--- src/rtl/control_sequencer_pkg.sv ---
`default_nettype none
// ============================================================================
// Module   : minisrc_pkg
// Purpose  : Shared opcodes, ALU/MY codes, sequencer state type and decode
//            helpers for the MiniSRC control path.
// Revision : 1.0  initial release
// ============================================================================
package minisrc_pkg;

    localparam logic [4:0] c_OP_LD   = 5'b00000;
    localparam logic [4:0] c_OP_ST   = 5'b00010;
    localparam logic [4:0] c_OP_ADD  = 5'b00011;
    localparam logic [4:0] c_OP_SUB  = 5'b00100;
    localparam logic [4:0] c_OP_AND  = 5'b00101;
    localparam logic [4:0] c_OP_OR   = 5'b00110;
    localparam logic [4:0] c_OP_ADDI = 5'b01100;
    localparam logic [4:0] c_OP_MUL  = 5'b01111;
    localparam logic [4:0] c_OP_DIV  = 5'b10000;
    localparam logic [4:0] c_OP_NOP  = 5'b11010;
    localparam logic [4:0] c_OP_HALT = 5'b11011;

    localparam logic [3:0] c_ALU_ADD = 4'b0000;
    localparam logic [3:0] c_ALU_SUB = 4'b0001;
    localparam logic [3:0] c_ALU_OR  = 4'b0010;
    localparam logic [3:0] c_ALU_AND = 4'b0011;
    localparam logic [3:0] c_ALU_DIV = 4'b0100;
    localparam logic [3:0] c_ALU_MUL = 4'b0101;

    localparam logic [1:0] c_MY_RZ1 = 2'd0;
    localparam logic [1:0] c_MY_RZ0 = 2'd1;
    localparam logic [1:0] c_MY_MEM = 2'd2;
    localparam logic [1:0] c_MY_RET = 2'd3;

    typedef enum logic [2:0] {
        S_IDLE   = 3'd0,
        S_FETCH  = 3'd1,
        S_DECODE = 3'd2,
        S_EXEC   = 3'd3,
        S_MEM    = 3'd4,
        S_LOADY  = 3'd5,
        S_WB     = 3'd6,
        S_HALT   = 3'd7
    } state_t;

    function automatic logic is_legal(input logic [4:0] op);
        case (op)
            c_OP_LD, c_OP_ST, c_OP_ADD, c_OP_SUB, c_OP_AND, c_OP_OR,
            c_OP_ADDI, c_OP_MUL, c_OP_DIV, c_OP_NOP, c_OP_HALT: return 1'b1;
            default: return 1'b0;
        endcase
    endfunction

    // Memory and immediate forms all compute their operand/address with add.
    function automatic logic [3:0] alu_code(input logic [4:0] op);
        case (op)
            c_OP_SUB: return c_ALU_SUB;
            c_OP_OR:  return c_ALU_OR;
            c_OP_AND: return c_ALU_AND;
            c_OP_DIV: return c_ALU_DIV;
            c_OP_MUL: return c_ALU_MUL;
            default:  return c_ALU_ADD;
        endcase
    endfunction

endpackage
`default_nettype wire

--- src/rtl/control_sequencer_if.sv ---
`default_nettype none
// ============================================================================
// Module   : control_sequencer_if
// Purpose  : Datapath control bundle between the sequencer and the datapath.
// Revision : 1.0  initial release
// ============================================================================
interface control_sequencer_if;
    logic [31:0] iIR;
    logic        iImemValid;
    logic        iDmemAck;
    logic        oIrEn, oPcEn, oRaEn, oRbEn, oRz0En, oRz1En, oRmEn, oRyEn;
    logic        oRfWe;
    logic        oMbSel;
    logic [1:0]  oMySel;
    logic [3:0]  oAluCtrl;
    logic        oDmemReq, oDmemWe;
    logic        oHalted;
    logic        oIllegal;

    modport master (
        input  iIR, iImemValid, iDmemAck,
        output oIrEn, oPcEn, oRaEn, oRbEn, oRz0En, oRz1En, oRmEn, oRyEn,
               oRfWe, oMbSel, oMySel, oAluCtrl, oDmemReq, oDmemWe,
               oHalted, oIllegal
    );

    modport slave (
        output iIR, iImemValid, iDmemAck,
        input  oIrEn, oPcEn, oRaEn, oRbEn, oRz0En, oRz1En, oRmEn, oRyEn,
               oRfWe, oMbSel, oMySel, oAluCtrl, oDmemReq, oDmemWe,
               oHalted, oIllegal
    );
endinterface
`default_nettype wire

--- src/rtl/control_sequencer.sv ---
`default_nettype none
// ============================================================================
// Module   : control_sequencer
// Purpose  : Multicycle MiniSRC control unit; one instruction at a time with
//            instruction/data memory wait states and a multicycle divide.
// Revision : 1.0  initial release
// ============================================================================
module control_sequencer
    import minisrc_pkg::*;
#(
    parameter int DIV_LAT = 32
) (
    input  wire logic            iClk,
    input  wire logic            nRst,
    control_sequencer_if.master  bus
);

    localparam logic [7:0] c_DIV_LOAD = DIV_LAT[7:0];

    state_t     r_state;
    logic [4:0] r_op;
    logic [7:0] r_div_cnt;

    logic [4:0] w_ir_op;
    logic       w_unused_ir;
    logic       w_is_mem;

    assign w_ir_op     = bus.iIR[31:27];
    assign w_unused_ir = ^bus.iIR[26:0];
    assign w_is_mem    = (r_op == c_OP_LD) || (r_op == c_OP_ST);

    always_ff @(posedge iClk or negedge nRst) begin
        if (!nRst) begin
            r_state   <= S_IDLE;
            r_op      <= 5'd0;
            r_div_cnt <= 8'd0;
        end else begin
            case (r_state)
                S_IDLE:  r_state <= S_FETCH;
                S_FETCH: if (bus.iImemValid) r_state <= S_DECODE;
                S_DECODE: begin
                    r_op <= w_ir_op;
                    if (w_ir_op == c_OP_HALT) begin
                        r_state <= S_HALT;
                    end else if (w_ir_op == c_OP_NOP || !is_legal(w_ir_op)) begin
                        r_state <= S_FETCH;
                    end else begin
                        r_state   <= S_EXEC;
                        // Non-divide ops spend exactly one cycle in EXEC.
                        r_div_cnt <= (w_ir_op == c_OP_DIV) ? c_DIV_LOAD : 8'd1;
                    end
                end
                S_EXEC: begin
                    if (r_div_cnt > 8'd1) begin
                        r_div_cnt <= r_div_cnt - 8'd1;
                    end else begin
                        r_state <= w_is_mem ? S_MEM : S_LOADY;
                    end
                end
                S_MEM: begin
                    if (bus.iDmemAck) begin
                        r_state <= (r_op == c_OP_LD) ? S_WB : S_FETCH;
                    end
                end
                S_LOADY: r_state <= S_WB;
                S_WB:    r_state <= S_FETCH;
                S_HALT:  r_state <= S_HALT;
                default: r_state <= S_IDLE;
            endcase
        end
    end

    always_comb begin
        bus.oIrEn    = 1'b0;
        bus.oPcEn    = 1'b0;
        bus.oRaEn    = 1'b0;
        bus.oRbEn    = 1'b0;
        bus.oRz0En   = 1'b0;
        bus.oRz1En   = 1'b0;
        bus.oRmEn    = 1'b0;
        bus.oRyEn    = 1'b0;
        bus.oRfWe    = 1'b0;
        bus.oMbSel   = 1'b0;
        bus.oMySel   = c_MY_RZ1;
        bus.oAluCtrl = c_ALU_ADD;
        bus.oDmemReq = 1'b0;
        bus.oDmemWe  = 1'b0;
        bus.oHalted  = 1'b0;
        bus.oIllegal = 1'b0;
        case (r_state)
            S_FETCH: begin
                bus.oIrEn = bus.iImemValid;
                bus.oPcEn = bus.iImemValid;
            end
            S_DECODE: begin
                bus.oRaEn    = 1'b1;
                bus.oRbEn    = 1'b1;
                bus.oIllegal = !is_legal(w_ir_op);
            end
            S_EXEC: begin
                bus.oAluCtrl = alu_code(r_op);
                bus.oMbSel   = w_is_mem || (r_op == c_OP_ADDI);
                if (r_div_cnt == 8'd1) begin
                    bus.oRz0En = 1'b1;
                    bus.oRz1En = (r_op == c_OP_MUL) || (r_op == c_OP_DIV);
                    bus.oRmEn  = (r_op == c_OP_ST);
                end
            end
            S_MEM: begin
                bus.oDmemReq = 1'b1;
                bus.oDmemWe  = (r_op == c_OP_ST);
                if (bus.iDmemAck && r_op == c_OP_LD) begin
                    bus.oRyEn  = 1'b1;
                    bus.oMySel = c_MY_MEM;
                end
            end
            S_LOADY: begin
                bus.oRyEn  = 1'b1;
                bus.oMySel = c_MY_RZ0;
            end
            S_WB:    bus.oRfWe   = 1'b1;
            S_HALT:  bus.oHalted = 1'b1;
            default: ;
        endcase
    end

endmodule
`default_nettype wire

--- src/flat_wrapper.sv ---
// flat-port wrapper written by rule: the top's interface ports become plain ports
module control_sequencer_flat import minisrc_pkg::*;
#(
    parameter int DIV_LAT = 32
)
  (iClk, nRst, bus_iIR, bus_iImemValid, bus_iDmemAck, bus_oIrEn, bus_oPcEn, bus_oRaEn, bus_oRbEn, bus_oRz0En, bus_oRz1En, bus_oRmEn, bus_oRyEn, bus_oRfWe, bus_oMbSel, bus_oMySel, bus_oAluCtrl, bus_oDmemReq, bus_oDmemWe, bus_oHalted, bus_oIllegal);
  control_sequencer_if bus_i ();
  input  wire logic iClk;
  input  wire logic nRst;
  input wire logic [$bits(bus_i.iIR)-1:0] bus_iIR;
  input wire logic [$bits(bus_i.iImemValid)-1:0] bus_iImemValid;
  input wire logic [$bits(bus_i.iDmemAck)-1:0] bus_iDmemAck;
  output wire logic [$bits(bus_i.oIrEn)-1:0] bus_oIrEn;
  output wire logic [$bits(bus_i.oPcEn)-1:0] bus_oPcEn;
  output wire logic [$bits(bus_i.oRaEn)-1:0] bus_oRaEn;
  output wire logic [$bits(bus_i.oRbEn)-1:0] bus_oRbEn;
  output wire logic [$bits(bus_i.oRz0En)-1:0] bus_oRz0En;
  output wire logic [$bits(bus_i.oRz1En)-1:0] bus_oRz1En;
  output wire logic [$bits(bus_i.oRmEn)-1:0] bus_oRmEn;
  output wire logic [$bits(bus_i.oRyEn)-1:0] bus_oRyEn;
  output wire logic [$bits(bus_i.oRfWe)-1:0] bus_oRfWe;
  output wire logic [$bits(bus_i.oMbSel)-1:0] bus_oMbSel;
  output wire logic [$bits(bus_i.oMySel)-1:0] bus_oMySel;
  output wire logic [$bits(bus_i.oAluCtrl)-1:0] bus_oAluCtrl;
  output wire logic [$bits(bus_i.oDmemReq)-1:0] bus_oDmemReq;
  output wire logic [$bits(bus_i.oDmemWe)-1:0] bus_oDmemWe;
  output wire logic [$bits(bus_i.oHalted)-1:0] bus_oHalted;
  output wire logic [$bits(bus_i.oIllegal)-1:0] bus_oIllegal;
  assign bus_i.iIR = bus_iIR;
  assign bus_i.iImemValid = bus_iImemValid;
  assign bus_i.iDmemAck = bus_iDmemAck;
  assign bus_oIrEn = bus_i.oIrEn;
  assign bus_oPcEn = bus_i.oPcEn;
  assign bus_oRaEn = bus_i.oRaEn;
  assign bus_oRbEn = bus_i.oRbEn;
  assign bus_oRz0En = bus_i.oRz0En;
  assign bus_oRz1En = bus_i.oRz1En;
  assign bus_oRmEn = bus_i.oRmEn;
  assign bus_oRyEn = bus_i.oRyEn;
  assign bus_oRfWe = bus_i.oRfWe;
  assign bus_oMbSel = bus_i.oMbSel;
  assign bus_oMySel = bus_i.oMySel;
  assign bus_oAluCtrl = bus_i.oAluCtrl;
  assign bus_oDmemReq = bus_i.oDmemReq;
  assign bus_oDmemWe = bus_i.oDmemWe;
  assign bus_oHalted = bus_i.oHalted;
  assign bus_oIllegal = bus_i.oIllegal;
  control_sequencer #(.DIV_LAT(DIV_LAT)) u_core (.iClk(iClk), .nRst(nRst), .bus(bus_i));
endmodule
--- config.mk ---
export PLATFORM = sky130hd
export DESIGN_NAME = control_sequencer_flat
export DESIGN_NICKNAME = d
export VERILOG_FILES = /design/src/rtl/control_sequencer_pkg.sv /design/src/rtl/control_sequencer_if.sv /design/src/rtl/control_sequencer.sv /design/src/flat_wrapper.sv
export SDC_FILE = /design/constraint.sdc
export NUM_CORES = 1
export LEC_CHECK = 0
export ABC_AREA = 1
export CORE_ASPECT_RATIO = 0.9
export CORE_UTILIZATION = 60
export CTS_CLUSTER_DIAMETER = 50
export DETAILED_ROUTE_END_ITERATION = 6
export DONT_BUFFER_PORTS = 1
export HOLD_SLACK_MARGIN = 0.15
export PLACE_DENSITY = 0.86
export SYNTH_ARGS = -nofsm -noshare
export SYNTH_HDL_FRONTEND = slang
export SYNTH_SLANG_ARGS = --single-unit
--- constraint.sdc ---
create_clock -name iClk -period 2.59 [get_ports iClk]
set_clock_uncertainty 0.15 [all_clocks]
set_input_delay 0.518 -clock iClk [delete_from_list [all_inputs] [get_ports iClk]]
set_output_delay 0.518 -clock iClk [all_outputs]
set_load 0.005 [all_outputs]
-- Word level (Yosys, flattened, before mapping)
Memory sizes are Yosys's and may differ from the RTL's.
Index checks and enable logic that the tools add are counted.
- register bits after elaboration: 16
- ROM bits: 64
- output and inout bits: 20
- memories: 2
- add/sub/neg operators: 1
- magnitude comparators: 1
- equal/unequal tests: 24
- multiplexer cells: 36
- reduce and logical (&&, ||, !) cells: 13
- memory list (memory ; words ; width ; read ports ; clocked after memory_dff ; write ports ; line ; text):
    (name not given) ; 32 ; 1 ; 1 ; 0 ; 0 ; control_sequencer_pkg.sv:46 ; case (op)
    (name not given) ; 32 ; 1 ; 1 ; 0 ; 0 ; control_sequencer_pkg.sv:46 ;
- operators with widths (operator ; count):
    $mux W8 ; 3
    $pmux W3 S7 ; 1
    $eq A5 B5 Y1 const B ; 4
    $mux W1 ; 19
    $pmux W8 S2 ; 1
    $eq A5 B3 Y1 const B ; 3
    $mux W3 ; 5
    $pmux W3 S5 ; 1
    $eq A3 B3 Y1 const B ; 4
    $eq A5 B4 Y1 const B ; 2
    $ne A2 B2 Y1 const B ; 5
    $eq A8 B1 Y1 const B ; 1
    $gt A8 B1 Y1 const B ; 1
    $sub A8 B1 Y8 const B ; 1
    $eq A3 B2 Y1 const B ; 2
    $mux W6 ; 1
    $eq A5 B2 Y1 const B ; 1
    $logic_not A5 Y1 ; 1
    $logic_or A1 B1 Y1 ; 4
    $mux W2 ; 2
    $mux W4 ; 1
    $pmux W2 S2 ; 1
    $reduce_and A4 Y1 ; 1
    $eq A3 B1 Y1 const B ; 1
    other kinds (8) ; 9

-- Depth between registers and ports, before layout
- depth after elaboration: 8
- gate-level depth with buffers: 10

-- Least setup slack after synthesis
Ideal clock, no wire load.
- path type: input to output
- from: in bus_iIR[27]
- to: out bus_oIllegal
- arrival: 1.158 ns
- required time: 1.922 ns
- setup slack: 0.764 ns
- stages on the path: 5
- path through: inv_1 -> ha_1 -> nand3b_1 -> nand3_1 -> a21oi_1
- cells in the longest elaborated chain, start to end: 4
- ends and longest elaborated chain (item ; line ; text):
    from (decl) ; flat_wrapper.sv:10 ; input wire logic [$bits(bus_i.iIR)-1:0] bus_iIR;
    $mem_v2 Z32 W1 ; -- ;
    $mux W1 ; control_sequencer.sv:90 ; case (r_state)
    $logic_not A1 Y1 ; control_sequencer.sv:98 ; bus.oIllegal = !is_legal(w_ir_op);
    $mux W1 ; control_sequencer.sv:90 ;
    to (decl) ; flat_wrapper.sv:28 ; output wire logic [$bits(bus_i.oIllegal)-1:0] bus_oIllegal;
Every way passes these cells. The select of a mux whose other input is x is not followed.

-- Final worst setup path
- from: reg u_core.r_op[0]
- to: out bus_oRyEn
- cells in the longest elaborated chain, start to end: 4
- ends and longest elaborated chain (item ; line ; text):
    from (decl) ; control_sequencer.sv:21 ; logic [4:0] r_op;
    from (signal assigned) ; control_sequencer.sv:42 ; r_op <= w_ir_op;
    $logic_not A5 Y1 ; control_sequencer.sv:112 ; if (bus.iDmemAck && r_op == c_OP_LD) begin
    $logic_and A1 B1 Y1 ; control_sequencer.sv:112 ;
    $mux W1 ; control_sequencer.sv:112 ;
    $pmux W1 S2 ; control_sequencer.sv:90 ;
    to (decl) ; flat_wrapper.sv:20 ; output wire logic [$bits(bus_i.oRyEn)-1:0] bus_oRyEn;
Every way passes these cells.

==> impl_metrics.json <==
{
  "rsz0062_at_grt": "no",
  "grt_max_degree": 17,
  "grt_pass1_wl_um": 4890,
  "muxShareOfSynthArea_pct": 0,
  "synthFlopType": "dfrtp_1",
  "pre_cts_slack_ps": 568,
  "fp.dieH_um": 47.0,
  "die_x_um": 52.0,
  "path_buf_inv": 1,
  "clockBufferDepth": 2,
  "synthAdderAreaFrac_pct": 6.50,
  "instances_no_fill": 220,
  "tightest_slew_ps": 749,
  "cpLargestDelayFamily": "simple AND/OR/NAND/NOR gates",
  "antenna_found_initial": 0,
  "ys_top_cells_by_count": "nand2_1 (50), inv_1 (27), nand3_1 (18), nor2_1 (18), dfrtp_1 (16)",
  "critPathKind": "flop to output pin",
  "synth.yosys.warnings": 0,
  "cts_sinks": 16,
  "dpl.hpwl_um": 2290,
  "startpoint_type": "flop",
  "drc": 0,
  "synth_top_area_share_pct": 29.7,
  "grtUsageTotal_pct": 28.0,
  "fp-row-count": 15,
  "synth.distinct_cells": 34,
  "fin_nets": 239,
  "synth-compound-area-share_pct": 8.26,
  "slew-limit-headroom_pct": 49.9,
  "fin_crit_ps": 2360,
  "critPathArrivalTime_ps": 1690,
  "power_leakage_nw": 0.733,
  "async_flop_share_pct": 100,
  "die-area_sq_um": 2440,
  "status": "complete, no violations",
  "maxCapViolCount": 0,
  "fin_total_pwr_mw": 1.60,
  "clk_pin_slew_ps": 100,
  "grt-ovfl-total": 0,
  "postRouteAntennaNets": 0,
  "fmax_mhz": 423,
  "fillers": 182,
  "setup_slack_ps": 228,
  "synth_top_area_cell": "dfrtp_1",
  "cts_buffers": 3,
  "io_buffer_count": 0,
  "post_cts_buffers": 0,
  "drtIter0Drc": 42,
  "start_util_pct": 67.1,
  "critPathCaptureType": "output pin",
  "setup-violations-final": 0,
  "avgRoutedWirePerCell_um": 13.4,
  "vias": 1242,
  "synth_top_family_by_area": "simple AND/OR/NAND/NOR gates",
  "cp_max_fo": 3,
  "yosys.area_share.simple_pct": 41.6,
  "dpl_cell_area_sq_um": 1340,
  "final_area_sq_um": 1390,
  "yosysSeqAreaShare_pct": 29.7,
  "avgSynthCellArea_sq_um": 6.91,
  "tns_ps": 0,
  "area_growth_pct": 2.88,
  "grt_pass1_vias": 1168,
  "crit_start": "u_core.r_op[0]",
  "p_per_area_nw_per_um2": 1160,
  "cp.required_ps": 1920,
  "slew_violations": 0,
  "path_cells": "inv_1 -> nand2_1 -> nor2_1 -> nand2_1 -> nor3_1 -> or2_2",
  "hold_path.class": "input pin to flop",
  "core-area_sq_um": 2010,
  "syn-num-nets": 238,
  "crit_path_frequent_cell": "nand2_1",
  "max_stage_delay_ps": 420,
  "synth_edf_count": 0,
  "min_from": "bus_iIR[29]",
  "drive_above_1_share_pct": 13.8,
  "dr.pass1.iters": 4,
  "hold_viol": 0,
  "ys_ff_latch": 16,
  "cts_tree": "built",
  "io_pins": 56,
  "syn_area_sq_um": 1350,
  "drt_wl_total_um": 2950,
  "rrSetupSlack_ps": 900,
  "ir_worst_vdd_mv": 0.644,
  "numPlacedInstances": 215,
  "cpMaxStageDelayCell": "dfrtp_1",
  "synthXorXnorAreaFrac_pct": 1.95,
  "diodes": 0,
  "timing.final.crit_share_pct": 91.2,
  "synth_area_leaders": "dfrtp_1 (30%), nand2_1 (14%), inv_1 (7.5%)",
  "cts-root-buf": "clkbuf_4",
  "worstSkewPairLatency_ps": 290,
  "synth.most_common_cell": "nand2_1",
  "gp_congestion": 0.857,
  "syn_inst": 195,
  "timing.rr.start": "u_core.r_div_cnt[0]",
  "cts_max_level": 1,
  "vias_per_cell": 5.65
}
-- worst paths after layout --
path / cells past startpoint / endpoint
worst min register to register: 2 / u_core.r_div_cnt[6]
min in group asynchronous: 1 / u_core.r_div_cnt[6]
max in group asynchronous: 1 / u_core.r_state[0]
worst max-delay path: 6 / bus_oRyEn
worst max register to register: 10 / u_core.r_div_cnt[4]
worst min-delay path: 2 / u_core.r_op[2]
-- timing repair --
item,in CTS,in global routing
hold buffers,1,0
gates resized for setup,0,0
endpoints found under the hold margin,16,0
-- layout make-up --
cell class | instances | area (sq um) | share of cell area, %
multi-input combinational | 143 | 790 | 56.9
tap | 25 | 31.3 | 2.26
clock buffer | 4 | 36.3 | 2.62
inverter | 31 | 119 | 8.57
timing repair buffer | 1 | 10.0 | 0.722
sequential | 16 | 400 | 28.9
-- state kept, by name (all words and copies together), names as in the netlist --
register and cells:
u_core.r_div_cnt 8, u_core.r_op 5, u_core.r_state 3
-- metal layers --
metal | routed length, um | track usage [%] | up-vias
li1 | - | - | 614
met1 | 1200 | 30.9 | 567
met5 | 0 | 0 | -
met3 | 218 | 8.09 | 2
met4 | 20 | 8.65 | 0
met2 | 1510 | 52.6 | 59
-- cell families after synthesis --
family                     after synthesis
other                                    1
AOI/OAI and AO/OA                       19
buffers and inverters                   36
DFF                                     16
and+or+nand+nor                        113
adders and majority gates                7
xor gates and xnor gates                 3
-- cells in the final DEF, fill, tap and decap left out, types with 2 or more instances in the layout --
master	Yosys	routed
a21oi_1	4	4
clkbuf_4	0	3
dfrtp_1	16	16
ha_1	7	7
inv_1	27	27
inv_2	3	3
nand2_1	50	50
nand2_2	4	4
nand2_4	3	3
nand3_1	18	18
nand3_2	3	3
nand3b_1	2	2
nand4_1	3	3
nor2_1	18	18
nor2_2	2	2
nor2_4	4	4
nor3_1	2	2
o21ai_0	7	7
o21ai_1	2	2
or2_2	2	2
xor2_1	2	2
-- report_power, final --
group | switching (mW) | total (mW) | internal, mW
registers | 0.125 | 0.492 | 0.367
clock network | 0.0867 | 0.172 | 0.0857
logic | 0.623 | 0.939 | 0.316
-- worst reg2reg max path: cells and delay by family, from the launching register on --
kind / cells / cell delay [ps]
simple gates: 8 / 650
fa+ha+maj: 1 / 280
flops: 1 / 380
buf+inv: 1 / 110
-- per-stage QoR --
| stage | hold WS, ps | util, % |
|---|---|---|
| floorplan | 72.4 | - |
| global route | 180 | 69.0 |
| CTS | 190 | 69.0 |
| detailed placement | 72.8 | 66.7 |
| global placement | 72.7 | 66.7 |
| finish | 190 | 69.0 |
(Power assumes the default switching activity.)
